==> src/rtl/imem_loader_if.sv <==
// ---------------------------------------------------------------------------
// imem_loader_if
// Groups the boot byte stream, the instruction-memory write port and the
// load status lines of the instruction memory loader.
//   in_data/in_valid/in_ready : byte stream from the boot link
//   imem_we/imem_addr/imem_wdata : instruction memory write port
//   cpu_rst/done/error           : core reset (active low) and load status
// Modports:
//   master : the boot link side (drives bytes, observes everything else)
//   slave  : the loader itself
// ---------------------------------------------------------------------------
interface imem_loader_if;
  logic [7:0]  in_data;
  logic        in_valid;
  logic        in_ready;
  logic        imem_we;
  logic [31:0] imem_addr;
  logic [31:0] imem_wdata;
  logic        cpu_rst;
  logic        done;
  logic        error;

  modport master (
    output in_data, in_valid,
    input  in_ready, imem_we, imem_addr, imem_wdata, cpu_rst, done, error
  );

  modport slave (
    input  in_data, in_valid,
    output in_ready, imem_we, imem_addr, imem_wdata, cpu_rst, done, error
  );
endinterface

==> src/rtl/imem_loader.sv <==
// ---------------------------------------------------------------------------
// imem_loader
// Write-side companion of the instruction memory. Receives a boot frame as a
// byte stream: LEN_LO, LEN_HI (16-bit word count N), then 4*N payload bytes,
// least significant byte first. Each assembled word is written to the
// instruction memory, and the core is held in reset until the image is in.
//
// Ports:
//   clk    : system clock, rising edge
//   rst_n  : asynchronous active-low reset
//   bus    : imem_loader_if.slave (byte stream, memory write port, status)
//
// Parameters:
//   DEPTH     : maximum number of words accepted
//   BASE_ADDR : byte address of the first word written (word aligned)
//
// Configuration macro:
//   CHECKSUM_EN : when defined, one extra byte after the payload must equal
//                 the XOR of all payload bytes, otherwise the load fails.
// ---------------------------------------------------------------------------
module imem_loader #(
  parameter int          DEPTH     = 1024,
  parameter logic [31:0] BASE_ADDR = 32'h0000_0000
) (
  input  logic         clk,
  input  logic         rst_n,
  imem_loader_if.slave bus
);

  localparam logic [16:0] DEPTH_L = 17'(DEPTH);

  typedef enum logic [2:0] {
    ST_LEN0,
    ST_LEN1,
    ST_DATA,
`ifdef CHECKSUM_EN
    ST_CHK,
`endif
    ST_DONE,
    ST_ERR
  } state_t;

  state_t      r_state;
  logic [15:0] r_len;
  logic [15:0] r_wordCnt;
  logic [1:0]  r_byteCnt;
  logic [31:0] r_wdata;
  logic [31:0] r_addr;
  logic        r_we;
  logic        r_ready;
  logic        r_done;
  logic        r_error;
  logic        r_cpuRst;
`ifdef CHECKSUM_EN
  logic [7:0]  r_chk;
`endif

  logic        w_accept;
  logic [15:0] w_lenFull;
  logic        w_lastWord;

  // A byte transfers only when the loader is advertising ready.
  assign w_accept   = bus.in_valid & r_ready;
  assign w_lenFull  = {bus.in_data, r_len[7:0]};
  assign w_lastWord = (r_wordCnt == (r_len - 16'd1));

  // The loader FSM. All outputs are registered. in_ready is updated together
  // with the state so it drops in the very cycle DONE/ERR is entered. The
  // write strobe lasts one cycle, and the address advances when it ends, so
  // a byte accepted during the strobe cycle can already start the next word
  // without disturbing the word being written.
  always_ff @(posedge clk or negedge rst_n) begin
    if (!rst_n) begin
      r_state   <= ST_LEN0;
      r_len     <= 16'd0;
      r_wordCnt <= 16'd0;
      r_byteCnt <= 2'd0;
      r_wdata   <= 32'd0;
      r_addr    <= BASE_ADDR;
      r_we      <= 1'b0;
      r_ready   <= 1'b0;
      r_done    <= 1'b0;
      r_error   <= 1'b0;
      r_cpuRst  <= 1'b0;
`ifdef CHECKSUM_EN
      r_chk     <= 8'd0;
`endif
    end else begin
      r_we <= 1'b0;
      if (r_we) begin
        r_addr <= r_addr + 32'd4;
      end
      case (r_state)
        ST_LEN0: begin
          r_ready <= 1'b1;
          if (w_accept) begin
            r_len[7:0] <= bus.in_data;
            r_state    <= ST_LEN1;
          end
        end
        ST_LEN1: begin
          if (w_accept) begin
            r_len[15:8] <= bus.in_data;
            if (w_lenFull == 16'd0) begin
`ifdef CHECKSUM_EN
              r_state <= ST_CHK;
`else
              r_state <= ST_DONE;
              r_ready <= 1'b0;
`endif
            end else if ({1'b0, w_lenFull} > DEPTH_L) begin
              r_state <= ST_ERR;
              r_ready <= 1'b0;
              r_error <= 1'b1;
            end else begin
              r_state <= ST_DATA;
            end
          end
        end
        ST_DATA: begin
          if (w_accept) begin
            r_wdata[{r_byteCnt, 3'b000} +: 8] <= bus.in_data;
            r_byteCnt <= r_byteCnt + 2'd1;
`ifdef CHECKSUM_EN
            r_chk <= r_chk ^ bus.in_data;
`endif
            if (r_byteCnt == 2'd3) begin
              r_we      <= 1'b1;
              r_wordCnt <= r_wordCnt + 16'd1;
              if (w_lastWord) begin
`ifdef CHECKSUM_EN
                r_state <= ST_CHK;
`else
                r_state <= ST_DONE;
                r_ready <= 1'b0;
`endif
              end
            end
          end
        end
`ifdef CHECKSUM_EN
        // The checksum byte may arrive during the last write strobe; done is
        // raised one cycle after acceptance, so it never overlaps that strobe.
        ST_CHK: begin
          if (w_accept) begin
            r_ready <= 1'b0;
            if (bus.in_data == r_chk) begin
              r_state  <= ST_DONE;
              r_done   <= 1'b1;
              r_cpuRst <= 1'b1;
            end else begin
              r_state <= ST_ERR;
              r_error <= 1'b1;
            end
          end
        end
`endif
        // Entered together with the last write strobe, so done and the core
        // reset release appear one cycle after that strobe.
        ST_DONE: begin
          r_ready  <= 1'b0;
          r_done   <= 1'b1;
          r_cpuRst <= 1'b1;
        end
        ST_ERR: begin
          r_ready <= 1'b0;
          r_error <= 1'b1;
        end
        default: begin
          r_state <= ST_ERR;
          r_ready <= 1'b0;
          r_error <= 1'b1;
        end
      endcase
    end
  end

  assign bus.in_ready   = r_ready;
  assign bus.imem_we    = r_we;
  assign bus.imem_addr  = r_addr;
  assign bus.imem_wdata = r_wdata;
  assign bus.cpu_rst    = r_cpuRst;
  assign bus.done       = r_done;
  assign bus.error      = r_error;

endmodule

==> src/flat_wrapper.sv <==
// flat-port wrapper written by rule: the top's interface ports become plain ports
module imem_loader_flat 
#(
  parameter int          DEPTH     = 1024,
  parameter logic [31:0] BASE_ADDR = 32'h0000_0000
)
  (clk, rst_n, bus_in_data, bus_in_valid, bus_in_ready, bus_imem_we, bus_imem_addr, bus_imem_wdata, bus_cpu_rst, bus_done, bus_error);
  imem_loader_if bus_i ();
  input  logic clk;
  input  logic rst_n;
  input wire logic [$bits(bus_i.in_data)-1:0] bus_in_data;
  input wire logic [$bits(bus_i.in_valid)-1:0] bus_in_valid;
  output wire logic [$bits(bus_i.in_ready)-1:0] bus_in_ready;
  output wire logic [$bits(bus_i.imem_we)-1:0] bus_imem_we;
  output wire logic [$bits(bus_i.imem_addr)-1:0] bus_imem_addr;
  output wire logic [$bits(bus_i.imem_wdata)-1:0] bus_imem_wdata;
  output wire logic [$bits(bus_i.cpu_rst)-1:0] bus_cpu_rst;
  output wire logic [$bits(bus_i.done)-1:0] bus_done;
  output wire logic [$bits(bus_i.error)-1:0] bus_error;
  assign bus_i.in_data = bus_in_data;
  assign bus_i.in_valid = bus_in_valid;
  assign bus_in_ready = bus_i.in_ready;
  assign bus_imem_we = bus_i.imem_we;
  assign bus_imem_addr = bus_i.imem_addr;
  assign bus_imem_wdata = bus_i.imem_wdata;
  assign bus_cpu_rst = bus_i.cpu_rst;
  assign bus_done = bus_i.done;
  assign bus_error = bus_i.error;
  imem_loader #(.DEPTH(DEPTH), .BASE_ADDR(BASE_ADDR)) u_core (.clk(clk), .rst_n(rst_n), .bus(bus_i));
endmodule
==> config.mk <==
export PLATFORM = sky130hd
export DESIGN_NAME = imem_loader_flat
export DESIGN_NICKNAME = d
export VERILOG_FILES = /design/src/rtl/imem_loader_if.sv /design/src/rtl/imem_loader.sv /design/src/flat_wrapper.sv
export SDC_FILE = /design/constraint.sdc
export NUM_CORES = 1
export LEC_CHECK = 0
export ABC_AREA = 0
export BUFFER_PORTS_ARGS = -buffer_cell sky130_fd_sc_hd__buf_2
export CAP_MARGIN = 5
export CORE_ASPECT_RATIO = 0.6
export CORE_MARGIN = 5
export CORE_UTILIZATION = 25
export DETAILED_ROUTE_END_ITERATION = 12
export PLACE_DENSITY_LB_ADDON = 0.15
export SYNTH_ARGS = -nofsm -noshare
export SYNTH_HDL_FRONTEND = slang
export SYNTH_SLANG_ARGS = --single-unit
==> constraint.sdc <==
create_clock -name clk -period 3.3 [get_ports clk]
set_input_delay 0.66 -clock clk [delete_from_list [all_inputs] [get_ports clk]]
set_output_delay 0.66 -clock clk [all_outputs]
set_load 0.005 [all_outputs]
==> impl_metrics.ini, run 1 <==
[status]
status = finished, final reports clean

[detailed_routing]
wl_met2_um = 5110
wl_per_cell_um = 15.6
drt.antenna.violating_nets = 0
drc = 0
dr.pass1.iters = 5
dr.max_layer_used = met4
wl_met3_um = 913
wirelength_met1_um = 7110
vias_per_cell = 4.48
wl_um = 13300
drtIter0Drc = 167
via_count = 3795

[timing]
worst_pin_slew_ns = 0.976
period_needed_ns = 2.61
max_freq_mhz = 383
finClkSkew_ns = 0.00900
slew_headroom_pct = 34.8
fin_tns_setup_ns = 0
rsz0062_at_grt = no
setup_slack_ns = 0.687
hold_viol = 0
finalMaxSlewViolations = 0
period_share_pct = 79.2
setup_viol = 0
holdWs_ns = 0.338

[logic_synthesis]
synth_edf_count = 0
synthCells = 486
synth_cell_types = 57
synthTopCellsByArea = dfrtp_1, xnor2_1, nand2_1
ys_seq_area_share_pct = 51.7
synth_most_common_cell = dfrtp_1
synth_top_area_share_pct = 51.7
syn_area_um2 = 4990
post_synth.cell_area_avg_um2 = 10.3
yosys_warnings = 0
ys_async_sr_fraction_pct = 100
ys_ff_latch = 103
synth_top_cell_by_area = dfrtp_1
yosys-top-cells-count = dfrtp_1, nand2_1, xnor2_1
ys.flop_type = dfrtp_1

[pwr]
p_leak_uw = 0.00279
powerDensity_nw_per_um2 = 579
vdd_drop_max_mv = 0.330

[clock_network]
tritoncts = done
cts_sinks = 103
cts_buffer_depth = 2
cts_setup_buffers = 0
htree_levels = 3
clockRootBuffer = clkbuf_16
clkTransAtPathRegs_ns = 0.07
cts_buffers = 9
worstSkewPairLatency_ns = 0.35
hold_buffers = 0
cts_resized = 0

[run]
drv_cap = 0

[floorplan]
coreArea_um2 = 19800
row_count = 40
top_level_ports = 80
die_h_um = 119
start_util_pct = 25.2
dieArea_um2 = 23000
die_w_um = 192

[critical_path]
reg2reg_to = u_core.r_state[0]
end_kind = flip-flop
cp.required_ns = 3.59
r2r_start = u_core.r_len[0]
crit_type = reg -> reg
start_kind = flip-flop
worst-path-max-fanout = 7
reg2reg_depth = 9
ff2ff_setup_slack_ns = 0.69
cp.arrival_ns = 2.90

[final_layout]
nNetsFinal = 590
diodes = 0
area_growth_pct = 21.1
drive_gt1_share_pct = 22.1
final_area_um2 = 6040
nFillCells = 2094

[global_route]
grt_max_degree = 52
grt_overflow = 0
grt_pass1_vias = 3817
grt_first_pass_wirelength_um = 22000
antenna_found_initial = 0
global_route.usage.total_pct = 12.2

[placement]
dpl_cell_area_um2 = 5710
pre_cts_ws_ns = 0.482
portBuffers = 77
dp.final_hpwl_um = 10200
place.gp.congestion = 0.825

[min_path]
hp-class = in -> async
[sequential cells by signal (all words and copies together), names as in the netlist]
register	cells
u_core.r_byteCnt	2
u_core.bus.imem_we	1
u_core.r_state	3
u_core.r_len	16
u_core.bus.imem_wdata	32
u_core.bus.error	1
u_core.r_wordCnt	16
u_core.bus.done	1
u_core.bus.imem_addr	30
u_core.bus.in_ready	1
[through the flow]
step / instances / utilization, % / total power (µW)
2_1_floorplan: 487 / - / 2100
3_3_place_gp: 832 / 28.8 / 2360
3_5_place_dp: 832 / 28.8 / 2350
4_1_cts: 848 / 30.5 / 3550
5_1_grt: 848 / 30.5 / 3720
6_report: 848 / 30.5 / 3500
[worst max-delay path by stage]
stage,from,endpoint,slack (ns),cells past startpoint
after CTS,u_core.r_len[0],u_core.bus.in_ready,0.70,8
after detailed placement,bus_in_data[3],u_core.r_state[0],0.48,7
after global placement,bus_in_data[3],u_core.r_state[0],0.52,7
final,u_core.r_len[0],u_core.r_state[0],0.69,9
after global routing,u_core.r_len[0],u_core.bus.in_ready,0.47,8
after floorplan,bus_in_data[3],u_core.r_state[0],0.79,6
[kinds of logic (layout without fill, tap and decap cells)]
kind of cell / count (synthesis) / count (layout) / synth area share, %
simple gates: 193 / 193 / 19.3
flops: 103 / 103 / 51.7
compound gates: 69 / 69 / 8.53
xor+xnor: 67 / 67 / 11.8
buf+inv: 28 / 116 / 2.73
mux: 16 / 16 / 3.61
fa+ha+maj: 9 / 9 / 2.26
other cells: 1 / 2 / 0.0752
[layout make-up]
type / count / area, µm² / area share (%)
sequential: 103 / 2580 / 42.7
multi-input combinational: 356 / 2280 / 37.7
timing repair buffer: 89 / 478 / 7.92
tap: 273 / 342 / 5.66
clock buffer: 11 / 243 / 4.02
clock inverter: 5 / 81.3 / 1.35
inverter: 11 / 41.3 / 0.684
[layer usage]
layer	vias to the layer above	global-route usage, %
li1	1846	-
met1	1848	19.2
met2	90	15.9
met3	11	3.98
met4	0	2.40
met5	-	0
[critical path, stage by stage, from the launching register on]
cell      delay [ns]
dfrtp_1         0.46
inv_1           0.11
ha_1            0.28
nor4b_1         0.29
buf_4           0.20
nand2_1         0.07
o41a_1          0.42
a2111o_1        0.38
nor4_1          0.21
a21o_1          0.13
[where the power goes]
| group | internal, µW | switching, µW | leakage [µW] |
|---|---|---|---|
| registers | 1370 | 224 | 0.00138 |
| logic | 345 | 392 | 0.00125 |
| clock network | 686 | 479 | 0.000156 |
[cell usage in the layout (no fill, tap or decap), drive strengths merged, types with 2 or more instances in the layout]
cell,count
o21ai,39
xor2,17
conb,2
or4,3
nor4,6
a311oi,2
or3,7
xnor2,50
mux2,16
bufinv,2
clkinv,2
nand2b,2
a21oi,4
clkbuf,11
nor3,15
o211ai,4
nor3b,5
inv,11
nand4,13
o22ai,2
dfrtp,103
nand2,95
and3,8
a21o,2
a31oi,3
ha,9
or2,3
nor2,15
nor4b,2
o2111ai,2
nand3,15
buf,89
(Power assumes the default switching activity.)
==> run 2, diff against run 1 <==
--- a/config.mk
+++ b/config.mk
@@ -5,7 +5,7 @@
 export SDC_FILE = /design/constraint.sdc
 export NUM_CORES = 1
 export LEC_CHECK = 0
-export ABC_AREA = 0
+export ABC_AREA = 1
 export BUFFER_PORTS_ARGS = -buffer_cell sky130_fd_sc_hd__buf_2
 export CAP_MARGIN = 5
 export CORE_ASPECT_RATIO = 0.6
==> constraint.sdc (replaced) <==
create_clock -name clk -period 2.7 [get_ports clk]
set_input_delay 0.54 -clock clk [delete_from_list [all_inputs] [get_ports clk]]
set_output_delay 0.54 -clock clk [all_outputs]
set_load 0.005 [all_outputs]
==> run 2 against run 1 <==
  * Largest cell class unchanged
  * Highest routed layer unchanged
  * Via count is 11% higher
  * Final area is 6.1% higher
  * Register-to-register slack worse by 0.16 ns
  * Core utilization hardly changed
  * First-iteration DRC count is 110% higher
  * Worst hold slack worse by 0.20 ns
  * Die area is 6.8% higher
  * Combinational power is 12% higher
  * Cell count is 20% higher
  * Critical path depth is 3 lower
==> impl_metrics.ini, run 2 <==
[status]
status = finished, final reports clean

[clock_network]
cts_buffers = 9
clockRootBuffer = clkbuf_16
cts_setup_buffers = 0
tritoncts = done
cts_buffer_depth = 2
worstSkewPairLatency_ns = 0.36
cts_resized = 0
cts_sinks = 103
hold_buffers = 0
clkTransAtPathRegs_ns = 0.08
htree_levels = 3

[logic_synthesis]
synth_top_area_share_pct = 48.2
yosys_warnings = 0
post_synth.cell_area_avg_um2 = 8.30
yosys-top-cells-count = nand2_1, dfrtp_1, inv_1, nor2_1, nand3_1
synthCells = 645
synth_most_common_cell = nand2_1
synthTopCellsByArea = dfrtp_1, nand2_1, inv_1
syn_area_um2 = 5350
synth_top_cell_by_area = dfrtp_1
ys.flop_type = dfrtp_1
ys_ff_latch = 103
ys_async_sr_fraction_pct = 100
synth_edf_count = 0
synth_cell_types = 37
ys_seq_area_share_pct = 48.2

[detailed_routing]
wl_um = 14300
wl_per_cell_um = 14.1
drt.antenna.violating_nets = 0
drc = 0
dr.pass1.iters = 4
via_count = 4201
drtIter0Drc = 353
vias_per_cell = 4.14

[critical_path]
path_cells = inv_1 > ha_1 > inv_1 > nor2_1 > nand2_1 > a21oi_1
crit_cells = 6
cp.required_ns = 2.98
critPathMaxStageDelay_ns = 0.64
cp.buffers_inverters = 2
crit_slowest_cell = dfrtp_1
worst-path-max-fanout = 15
cp.arrival_ns = 2.45
end_kind = flip-flop
start_kind = flip-flop
crit_type = reg -> reg
reg2reg_depth = 6
cp_common_cell = inv_1
path_delay_family = flip-flops

[pwr]
p_int_uw = 2610
clkPwrFrac_pct = 33.0
p_seq_share_pct = 45.9
p_leak_uw = 0.00346
switchingPower_uw = 1320
powerDensity_nw_per_um2 = 613
vdd_drop_max_mv = 0.322
p_comb_share_pct = 21.1
swShare_pct = 33.6

[final_layout]
drive_gt1_share_pct = 17.4
largest_register_ffs = 32
final_common_cell = nand2_1
layout_common_cells = nand2_1, dfrtp_1, inv_1, nor2_1, buf_2
nNetsFinal = 750
diodes = 0
nFillCells = 2280
area_growth_pct = 19.7

[floorplan]
dieArea_um2 = 24500
die_w_um = 199
start_util_pct = 25.4
die_h_um = 123
top_level_ports = 80
row_count = 41
coreArea_um2 = 21000

[min_path]
hp-class = in -> async

[global_route]
grt_overflow = 0
global_route.usage.total_pct = 12.0
grt_pass1_vias = 4070
antenna_found_initial = 0
grt_first_pass_wirelength_um = 22800
grt_max_degree = 38

[timing]
rsz0062_at_grt = no
finClkSkew_ns = 0.0138
max_freq_mhz = 460
period_share_pct = 80.5
period_needed_ns = 2.17
holdWs_ns = 0.135
hold_viol = 0
setup_viol = 0
fin_tns_setup_ns = 0
finalMaxSlewViolations = 0
slew_headroom_pct = 60.4
worst_pin_slew_ns = 0.592

[run]
drv_cap = 0

[placement]
portBuffers = 77
place.gp.congestion = 0.804
dp.final_hpwl_um = 11000
==> run 2: cell families after synthesis <==
| family | Yosys count | share of synthesized area (%) |
|---|---|---|
| muxes | 1 | 0.210 |
| AOI/OAI and AO/OA | 59 | 5.59 |
| other | 1 | 0.0701 |
| DFF | 103 | 48.2 |
| buffers and inverters | 89 | 6.52 |
| xor gates and xnor gates | 52 | 8.51 |
| adders and majority gates | 9 | 2.10 |
| and+or+nand+nor | 331 | 28.8 |
==> run 2: per-layer routing <==
metal	vias to the layer above	share of wire [%]	global-route usage [%]
met5	-	0	0
met4	0	0.68	2.48
met3	8	5.7	3.76
met2	87	33	13.6
met1	1907	60	20.7
li1	2199	-	-
==> run 2: final timing paths <==
check                                    startpoint  slack [ns]                        end
setup / recovery                u_core.r_byteCnt[0]        0.53  u_core.bus.imem_wdata[13]
hold / removal                                rst_n        0.14   u_core.bus.imem_addr[11]
setup reg to reg                u_core.r_byteCnt[0]        0.53  u_core.bus.imem_wdata[13]
hold reg to reg            u_core.bus.imem_addr[31]        0.47   u_core.bus.imem_addr[31]
max in group asynchronous                     rst_n        1.99   u_core.bus.imem_wdata[7]
min in group clk           u_core.bus.imem_addr[31]        0.47   u_core.bus.imem_addr[31]
==> run 2: final cells by class <==
class | count | area (µm²) | share of cell area, %
clock buffer | 10 | 239 | 3.73
clock inverter | 6 | 52.6 | 0.820
inverter | 78 | 293 | 4.57
multi-input combinational | 454 | 2430 | 37.9
sequential | 103 | 2580 | 40.2
tap | 279 | 349 | 5.45
timing repair buffer | 84 | 465 | 7.27
==> run 2: power groups by stage <==
stage	logic, µW	registers [µW]	clock network (µW)
2_1_floorplan	620	1770	0
3_3_place_gp	843	1840	0
3_5_place_dp	829	1830	0
4_1_cts	834	1800	1340
5_1_grt	960	1820	1410
6_report	828	1810	1300
==> run 2: stage by stage <==
| step | area (µm²) | power (µW) | util (%) | setup slack, ns | std cells |
|---|---|---|---|---|---|
| floorplan | 5360 | 2390 | - | 0.687 | 646 |
| global placement | 6110 | 2680 | 29.1 | 0.524 | 998 |
| detailed placement | 6110 | 2660 | 29.1 | 0.502 | 998 |
| CTS | 6410 | 3980 | 30.5 | 0.499 | 1014 |
| global route | 6410 | 4190 | 30.5 | 0.265 | 1014 |
| finish | 6410 | 3930 | 30.5 | 0.526 | 1014 |
==> run 3, diff against run 2 <==
==> constraint.sdc (replaced) <==
create_clock -name clk -period 2.1 [get_ports clk]
set_input_delay 0.42 -clock clk [delete_from_list [all_inputs] [get_ports clk]]
set_output_delay 0.42 -clock clk [all_outputs]
set_load 0.005 [all_outputs]
==> run 3 against run 2 <==
  * Sequential share of layout area decreased by 1.5 points
  * First-iteration DRC count is 29% lower
  * Setup slack worse by 0.34 ns
  * Clock power up 35%
  * Power grew 34%
  * Wire length rose by 3.5%
  * Cell count increased by 2.7%
  * Combinational power is 44% higher
  * Register-to-register slack worse by 0.34 ns
  * Sequential power up 28%
  * Final area up 3.8%
  * Die area is the same
==> impl_metrics.ini, run 3 (synthesis results as in run 2) <==
[status]
status = finished, final reports clean

[clock_network]
htree_levels = 3
cts_buffers = 9
tritoncts = done
clkTransAtPathRegs_ns = 0.07
cts_sinks = 103
cts_buffer_depth = 2
worstSkewPairLatency_ns = 0.35
clockRootBuffer = clkbuf_16

[critical_path]
endpoint = u_core.bus.error
cp.arrival_ns = 2.16
crit_type = reg -> reg
path_cells = inv_1 > ha_1 > nand2_1 > nor2_4 > nand2_1 > or3_1 > o21ai_1 > nor2_1 > nand2_1 > nand2_1
ff2ff_setup_slack_ns = 0.18
start_kind = flip-flop
crit_cells = 10
cp_common_cell = nand2_1
end_kind = flip-flop
path_delay_family = simple AND/OR/NAND/NOR gates
critPathMaxStageDelay_ns = 0.38
r2r_start = u_core.r_len[0]
startpoint = u_core.r_len[0]
reg2reg_to = u_core.bus.error
crit_slowest_cell = dfrtp_1
worst-path-max-fanout = 6
cp.buffers_inverters = 1
cp.required_ns = 2.35
reg2reg_depth = 10

[detailed_routing]
dr.pass1.iters = 5
via_count = 4419
drt.antenna.violating_nets = 0
wl_per_cell_um = 14.2
vias_per_cell = 4.24
wl_um = 14800
drc = 0
drtIter0Drc = 250

[final_layout]
final_common_cell = nand2_1
finalNonFillerCells = 1041
ff_latch_area_um2 = 2580
drive_gt1_share_pct = 21.1
nFillCells = 2270
largest_register_ffs = 32
diodes = 0
multiInputGateArea_um2 = 2460
layout_common_cells = nand2_1, dfrtp_1, inv_1
nNetsFinal = 777
area_growth_pct = 24.2

[pwr]
p_leak_uw = 0.00362
vdd_drop_max_mv = 0.506
clkPwrFrac_pct = 33.4
powerDensity_nw_per_um2 = 790
swShare_pct = 32.5
p_int_uw = 3550
p_seq_share_pct = 44.0
switchingPower_uw = 1700
p_comb_share_pct = 22.6

[timing]
hold_viol = 0
max_freq_mhz = 522
finalMaxSlewViolations = 0
period_needed_ns = 1.92
finClkSkew_ns = 0.00860
fin_tns_setup_ns = 0
setup_viol = 0
period_share_pct = 91.2

[floorplan]
row_count = 41
top_level_ports = 80
coreArea_um2 = 21000
dieArea_um2 = 24500
die_w_um = 199
start_util_pct = 25.4
die_h_um = 123

[min_path]
hp-class = in -> reg
min_from = bus_in_data[3]
hold_depth = 3

[global_route]
antenna_found_initial = 0
global_route.usage.total_pct = 12.6
grt_first_pass_wirelength_um = 24100
grt_overflow = 0
grt_max_degree = 33
grt_pass1_vias = 4244

[placement]
portBuffers = 77
dp.final_hpwl_um = 11300
placed_cells = 1020
place.gp.congestion = 0.825

[run]
drv_cap = 0
[run 3: changes by cell type in the layout (fill, tap and decap cells not counted), sizes merged]
cell         change
clkbuf           +2
clkinvlp         -2
buf             +26
dlygate4sd3      +1
inv              -1
bufinv           +1
[run 3: repair_timing]
item                                    4_1_cts  5_1_grt
endpoints found under the hold margin        21        0
hold buffers                                  1        0
endpoints found under the setup margin        0        8
buffers inserted                              0        4
gates resized for setup                       0       10
[run 3: power by group through the flow]
stage / Combinational (µW) / Sequential (µW) / Clock [µW]
finish: 1190 / 2310 / 1750
global route: 1400 / 2340 / 1900
CTS: 1170 / 2300 / 1830
detailed placement: 1170 / 2340 / 0
global placement: 1180 / 2340 / 0
floorplan: 797 / 2280 / 0
[run 3: area by class of cell]
cell class	instances	share of cell area (%)
Tap cell	279	5.25
Sequential cell	103	38.8
Clock inverter	4	0.790
Inverter	78	4.40
Multi-Input combinational cell	454	37.0
Clock buffer	12	3.71
Timing Repair Buffer	111	10.1
[run 3: per-stage QoR]
stage | util, % | hold slack [ns] | power, µW | setup slack (ns) | cell area (µm²)
3_5_place_dp | 29.9 | 0.371 | 3510 | 0.130 | 6280
6_report | 31.6 | 0.369 | 5250 | 0.184 | 6650
3_3_place_gp | 29.9 | 0.371 | 3530 | 0.0833 | 6280
5_1_grt | 31.6 | 0.371 | 5630 | -0.00975 | 6650
4_1_cts | 31.3 | 0.354 | 5310 | 0.117 | 6590
2_1_floorplan | - | 0.124 | 3070 | 0.0875 | 5360
[run 3: worst min-delay path by stage]
stage | to | slack [ns]
6_report | u_core.bus.imem_wdata[19] | 0.37
4_1_cts | u_core.bus.imem_wdata[19] | 0.35
3_5_place_dp | u_core.bus.imem_addr[13] | 0.37
3_3_place_gp | u_core.bus.imem_addr[13] | 0.37
5_1_grt | u_core.bus.imem_wdata[21] | 0.37
2_1_floorplan | u_core.bus.done | 0.12
[run 3: per-layer routing]
layer  track usage, %  share of wire (%)  vias up
met5                0                  0        -
met4             2.31               0.76        0
met3             3.73                5.0        9
met2             14.8                 34       93
met1             21.4                 60     2054
li1                 -                  -     2263
[run 3: worst min-delay path, cell delays in order]
cell and delay [ns]:
buf_2 0.14, nand2_1 0.07, a21oi_1 0.06
